File: src/rtl/uart_pkg.sv
// Shared UART parameters for the receive path and the receive buffer.
package uart_pkg;

  localparam int unsigned UART_DATA_W        = 8;
  localparam int unsigned FIFO_DEPTH_DEFAULT = 16;

  localparam int unsigned CLK_FREQ_HZ   = 100_000_000;
  localparam int unsigned BAUD_RATE     = 115_200;
  localparam int unsigned CLKS_PER_BIT  = CLK_FREQ_HZ / BAUD_RATE;
  localparam int unsigned OVERSAMPLE    = 16;

endpackage

File: src/rtl/fifo_mem.sv
// Register-array storage for the receive FIFO.
// One synchronous write port, one asynchronous read port, no reset.
module fifo_mem #(
  parameter int unsigned DEPTH = 16,
  parameter int unsigned WIDTH = 8,
  localparam int unsigned AW   = $clog2(DEPTH)
) (
  input  logic             clk_i,
  input  logic             we_i,
  input  logic [AW-1:0]    waddr_i,
  input  logic [WIDTH-1:0] wdata_i,
  input  logic [AW-1:0]    raddr_i,
  output logic [WIDTH-1:0] rdata_o
);

  logic [WIDTH-1:0] mem_q [DEPTH];

  always_ff @(posedge clk_i) begin
    if (we_i) begin
      mem_q[waddr_i] <= wdata_i;
    end
  end

  assign rdata_o = mem_q[raddr_i];

endmodule

File: src/rtl/uart_rx_fifo.sv
// Receive byte buffer behind the UART receiver: edge-detected push, FWFT pop,
// sticky overrun flag.
module uart_rx_fifo
  import uart_pkg::*;
#(
  parameter int unsigned DEPTH = FIFO_DEPTH_DEFAULT,
  parameter int unsigned WIDTH = UART_DATA_W,
  localparam int unsigned AW   = $clog2(DEPTH),
  localparam int unsigned PW   = AW + 1
) (
  input  logic             clk,
  input  logic             rst_n,
  input  logic [WIDTH-1:0] rx_data_i,
  input  logic             rx_done_i,
  output logic [WIDTH-1:0] out_data_o,
  output logic             out_valid_o,
  input  logic             out_ready_i,
  output logic [PW-1:0]    count_o,
  output logic             full_o,
  output logic             empty_o,
  output logic             overflow_o,
  input  logic             ovf_clr_i
);

  logic [PW-1:0] wr_ptr_q, wr_ptr_d;
  logic [PW-1:0] rd_ptr_q, rd_ptr_d;
  logic          rx_done_q;
  logic          overflow_q, overflow_d;
  logic          push, pop, wr_en;
  logic          empty, full;

  assign empty = (wr_ptr_q == rd_ptr_q);
  assign full  = (wr_ptr_q[AW-1:0] == rd_ptr_q[AW-1:0]) && (wr_ptr_q[AW] != rd_ptr_q[AW]);

  assign push  = rx_done_i & ~rx_done_q;
  assign pop   = ~empty & out_ready_i;
  // A pop in the same cycle frees the slot, so a push into a full FIFO still lands.
  assign wr_en = push & (~full | pop);

  always_comb begin
    wr_ptr_d   = wr_ptr_q;
    rd_ptr_d   = rd_ptr_q;
    overflow_d = overflow_q;
    if (wr_en) begin
      wr_ptr_d = wr_ptr_q + PW'(1);
    end
    if (pop) begin
      rd_ptr_d = rd_ptr_q + PW'(1);
    end
    if (ovf_clr_i) begin
      overflow_d = 1'b0;
    end
    if (push && full && !pop) begin
      overflow_d = 1'b1;
    end
  end

  always_ff @(posedge clk or negedge rst_n) begin
    if (!rst_n) begin
      wr_ptr_q   <= '0;
      rd_ptr_q   <= '0;
      rx_done_q  <= 1'b0;
      overflow_q <= 1'b0;
    end else begin
      wr_ptr_q   <= wr_ptr_d;
      rd_ptr_q   <= rd_ptr_d;
      rx_done_q  <= rx_done_i;
      overflow_q <= overflow_d;
    end
  end

  fifo_mem #(
    .DEPTH (DEPTH),
    .WIDTH (WIDTH)
  ) u_mem (
    .clk_i   (clk),
    .we_i    (wr_en),
    .waddr_i (wr_ptr_q[AW-1:0]),
    .wdata_i (rx_data_i),
    .raddr_i (rd_ptr_q[AW-1:0]),
    .rdata_o (out_data_o)
  );

  assign out_valid_o = ~empty;
  assign empty_o     = empty;
  assign full_o      = full;
  assign count_o     = wr_ptr_q - rd_ptr_q;
  assign overflow_o  = overflow_q;

endmodule

File: config.mk
export PLATFORM = sky130hd
export DESIGN_NAME = uart_rx_fifo
export DESIGN_NICKNAME = d
export VERILOG_FILES = /design/src/rtl/uart_pkg.sv /design/src/rtl/fifo_mem.sv /design/src/rtl/uart_rx_fifo.sv
export SDC_FILE = /design/constraint.sdc
export NUM_CORES = 1
export LEC_CHECK = 0
export ABC_AREA = 1
export ABC_CLOCK_PERIOD_IN_PS = 2440
export CORE_MARGIN = 2
export CORE_UTILIZATION = 54
export DETAILED_ROUTE_END_ITERATION = 10
export GPL_TIMING_DRIVEN = 0
export PLACE_DENSITY = 0.75
export SLEW_MARGIN = 20
export SYNTH_ARGS = -nofsm -noshare
export SYNTH_HDL_FRONTEND = slang
export SYNTH_SLANG_ARGS = --single-unit
File: constraint.sdc
create_clock -name clk -period 2.44 [get_ports clk]
set_input_delay 0.244 -clock clk [delete_from_list [all_inputs] [get_ports clk]]
set_output_delay 0.244 -clock clk [all_outputs]
set_load 0.005 [all_outputs]
==> metrics.yaml, run 1 <==
ys_warn_count: 0
path_max_fanout: 3
slew_viol_final: 0
r2r_slack_ns: 0.09
hold_violations: 0
switchingPower_mw: 3.28
dp.cells: 816
hold_path.class: "input pin to async pin"
h-tree-depth: 4
ios: 30
path_clk_slew_ns: 0.06
cts_num_sinks: 140
synth_cell_types: 28
numCtsBuffers: 17
drt.antenna.violating_nets: 0
vdd.ir_drop.worst_mv: 0.816
status: "finished, final reports clean"
p_leak_nw: 3.36
initial_core_util_pct: 55.3
die_w_um: 112
syn_inst: 644
grt_antenna_before_repair: 0
max_stage_delay_ns: 0.51
reg2reg_depth: 10
synth_nets: 667
pwr-share-seq_pct: 31.6
grt_pass1_vias: 4582
seq_area_frac_synth_pct: 65.6
cp_cell_sequence: "buf_4 > ha_1 > inv_1 > fa_1 > clkdlybuf4s50_1"
fin_area_um2: 7810
fp.dieH_um: 112
rsz0062_at_grt: "yes"
swShare_pct: 36.0
place_hpwl_um: 9640
area_delta_synth_final_pct: 23.7
placed_area_um2: 6780
total_power_mw: 9.13
io_buffers: 29
power_frac_comb_pct: 42.2
firstDrtPassIters: 5
route.detailed.drc: 0
routabilityCongestion: 0.969
skew_ns: 0.00556
critPathLaunchType: "flip-flop"
clock_path_buffers: 2
period_needed_ns: 2.44
setup_violations: 0
powerDensity_nw_per_um2: 1170
core_area_um2: 11400
fmax_mhz: 410
cap_violations: 0
viasPerCell: 5.38
layout_common_cells: "nand2_1, edfxtp_1, inv_1, nor2_1, nand3_1"
reg2reg_to: "u_mem.mem_q[0][5]$_DFFE_PP_"
track_usage_pct: 25.6
n_fill_cell: 815
dieArea_um2: 12600
ys_ff_latch: 140
nets: 732
slowest_stage: "clkdlybuf4s50_1"
grt_max_degree: 17
clock_latency_ns: 0.41
wl_um: 15700
critPathCapture: "count_o[1]"
syn_area_um2: 6310
vias: 4657
p_int_mw: 5.84
cp-end-kind: "primary output"
num_antenna_cells: 0
required_ns: 2.20
r2r_start: "rd_ptr_q[1]$_DFFE_PN0P_"
root_buffer: "clkbuf_16"
power_frac_clock_pct: 26.1
overflow: 0
fin_crit_sh_pct: 100
drive_gt1_share_pct: 15.7
grt_pass1_wl_um: 24100
cts_tree: "yes"
placementRows: 39
crit_arrival_ns: 2.20
first_iter_violations: 351
worstMarginPinSlew_ns: 0.767
post_drt_wl_per_cell_um: 18.2
cts_hold_buf: 0
layout_commonest_cell: "nand2_1"
syn_avg_cell_area_um2: 9.80
crit_start: "rd_ptr_q[0]$_DFFE_PN0P_"
critPathKind: "flip-flop to primary output"
fin_cells: 865
max_slew_margin_pct: 48.7
## cells in the mapped netlist
library cell | count | area share (%)
nand2_1 | 256 | 15
edfxtp_1 | 128 | 61
nor2_1 | 70 | 4.2
inv_1 | 64 | 3.8
nand3_1 | 57 | 4.5
buf_2 | 14 | 1.1
dfrtp_1 | 12 | 4.8
ha_1 | 9 | 1.8
xor2_1 | 5 | 0.69
clkbuf_1 | 4 | 0.24
inv_2 | 4 | 0.24
buf_4 | 3 | 0.36
a21oi_1 | 2 | 0.16
buf_6 | 2 | 0.36
a21boi_0 | 1 | 0.12
buf_1 | 1 | 0.059
clkinv_1 | 1 | 0.059
fa_1 | 1 | 0.32
nand2_2 | 1 | 0.099
nand3_2 | 1 | 0.16
nand4_1 | 1 | 0.099
nor2_2 | 1 | 0.099
nor2_4 | 1 | 0.18
nor3_1 | 1 | 0.079
o21ai_0 | 1 | 0.079
o21bai_1 | 1 | 0.12
o22ai_1 | 1 | 0.099
xnor2_1 | 1 | 0.14
## worst min-delay path by stage
| stage | from | endpoint | depth (start not counted) |
|---|---|---|---|
| after floorplan | rst_n | overflow_o$_DFFE_PN0P_ | 0 |
| after global placement | rd_ptr_q[4]$_DFFE_PN0P_ | rd_ptr_q[4]$_DFFE_PN0P_ | 2 |
| after detailed placement | rd_ptr_q[4]$_DFFE_PN0P_ | rd_ptr_q[4]$_DFFE_PN0P_ | 2 |
| after CTS | rst_n | wr_ptr_q[2]$_DFFE_PN0P_ | 1 |
| after global routing | rst_n | wr_ptr_q[2]$_DFFE_PN0P_ | 1 |
| final | rst_n | wr_ptr_q[2]$_DFFE_PN0P_ | 1 |
## worst max-delay path: cells and delay by family, from the launching register on
kind | cells | cell delay, ns
buffers and inverters | 3 | 0.73
adders and majority gates | 2 | 0.65
DFF | 1 | 0.41
## registers in the layout, summed over array words and instances, names as in the netlist
name	flops
rx_done_q	1
rd_ptr_q	5
overflow_o	1
wr_ptr_q	5
u_mem.mem_q	128
## cell type report
type | instances | area (um^2) | share of cell area [%]
Clock inverter | 12 | 104 | 1.33
Buffer | 24 | 234 | 3.00
Inverter | 69 | 278 | 3.56
Timing Repair Buffer | 46 | 455 | 5.83
Multi-Input combinational cell | 411 | 1980 | 25.3
Clock buffer | 20 | 437 | 5.59
Sequential cell | 140 | 4150 | 53.1
Tap cell | 143 | 179 | 2.29
## stage by stage
| step | setup WS [ns] | hold WS (ns) | utilization, % | setup TNS, ns |
|---|---|---|---|---|
| finish | 0.000770 | 0.203 | 68.4 | 0 |
| global route | -0.0857 | 0.239 | 68.4 | -0.160 |
| global placement | -0.576 | 0.485 | 59.4 | -66.76 |
| detailed placement | -0.678 | 0.516 | 59.4 | -81.50 |
| floorplan | 0.0184 | -0.0516 | - | 0 |
| CTS | -0.0422 | 0.208 | 66.7 | -0.0935 |
## logic make-up (layout without fill, tap and decap cells)
logic type,Yosys count,after routing,share of synthesized area [%]
flops,140,140,65.6
xor+xnor,6,6,0.833
buf+inv,93,171,6.22
fa+ha+maj,10,10,2.10
compound gates,6,6,0.575
simple gates,389,389,24.6
## power groups by stage
stage               combinational, mW  clock (mW)  sequential [mW]
global placement                 3.08           0             2.92
detailed placement               3.16           0             2.93
CTS                              3.60        2.39             2.88
finish                           3.86        2.39             2.89
global route                     4.19        2.51             2.90
floorplan                        1.89           0             2.90
## layer usage
metal	up-vias	track usage, %	share of wire (%)
li1	2195	-	-
met1	2205	33.2	40
met5	-	0	0
met3	40	4.75	6.9
met2	217	42.4	50
met4	0	11.1	2.6
## what timing repair did
action | CTS | global route
endpoints found under the setup margin | 143 | 67
gates cloned | 2 | 1
setup buffers | 10 | 4
resized for setup | 70 | 42
pin swaps | 4 | 4
No activity file was read; power rests on OpenSTA's default activity.
==> run 2: changes to the inputs <==
GPL_ROUTABILITY_DRIVEN = 0   (was not set)
==> results of run 2 <==
Same layout as run 1: the final DEF is identical, and so are final timing and power.
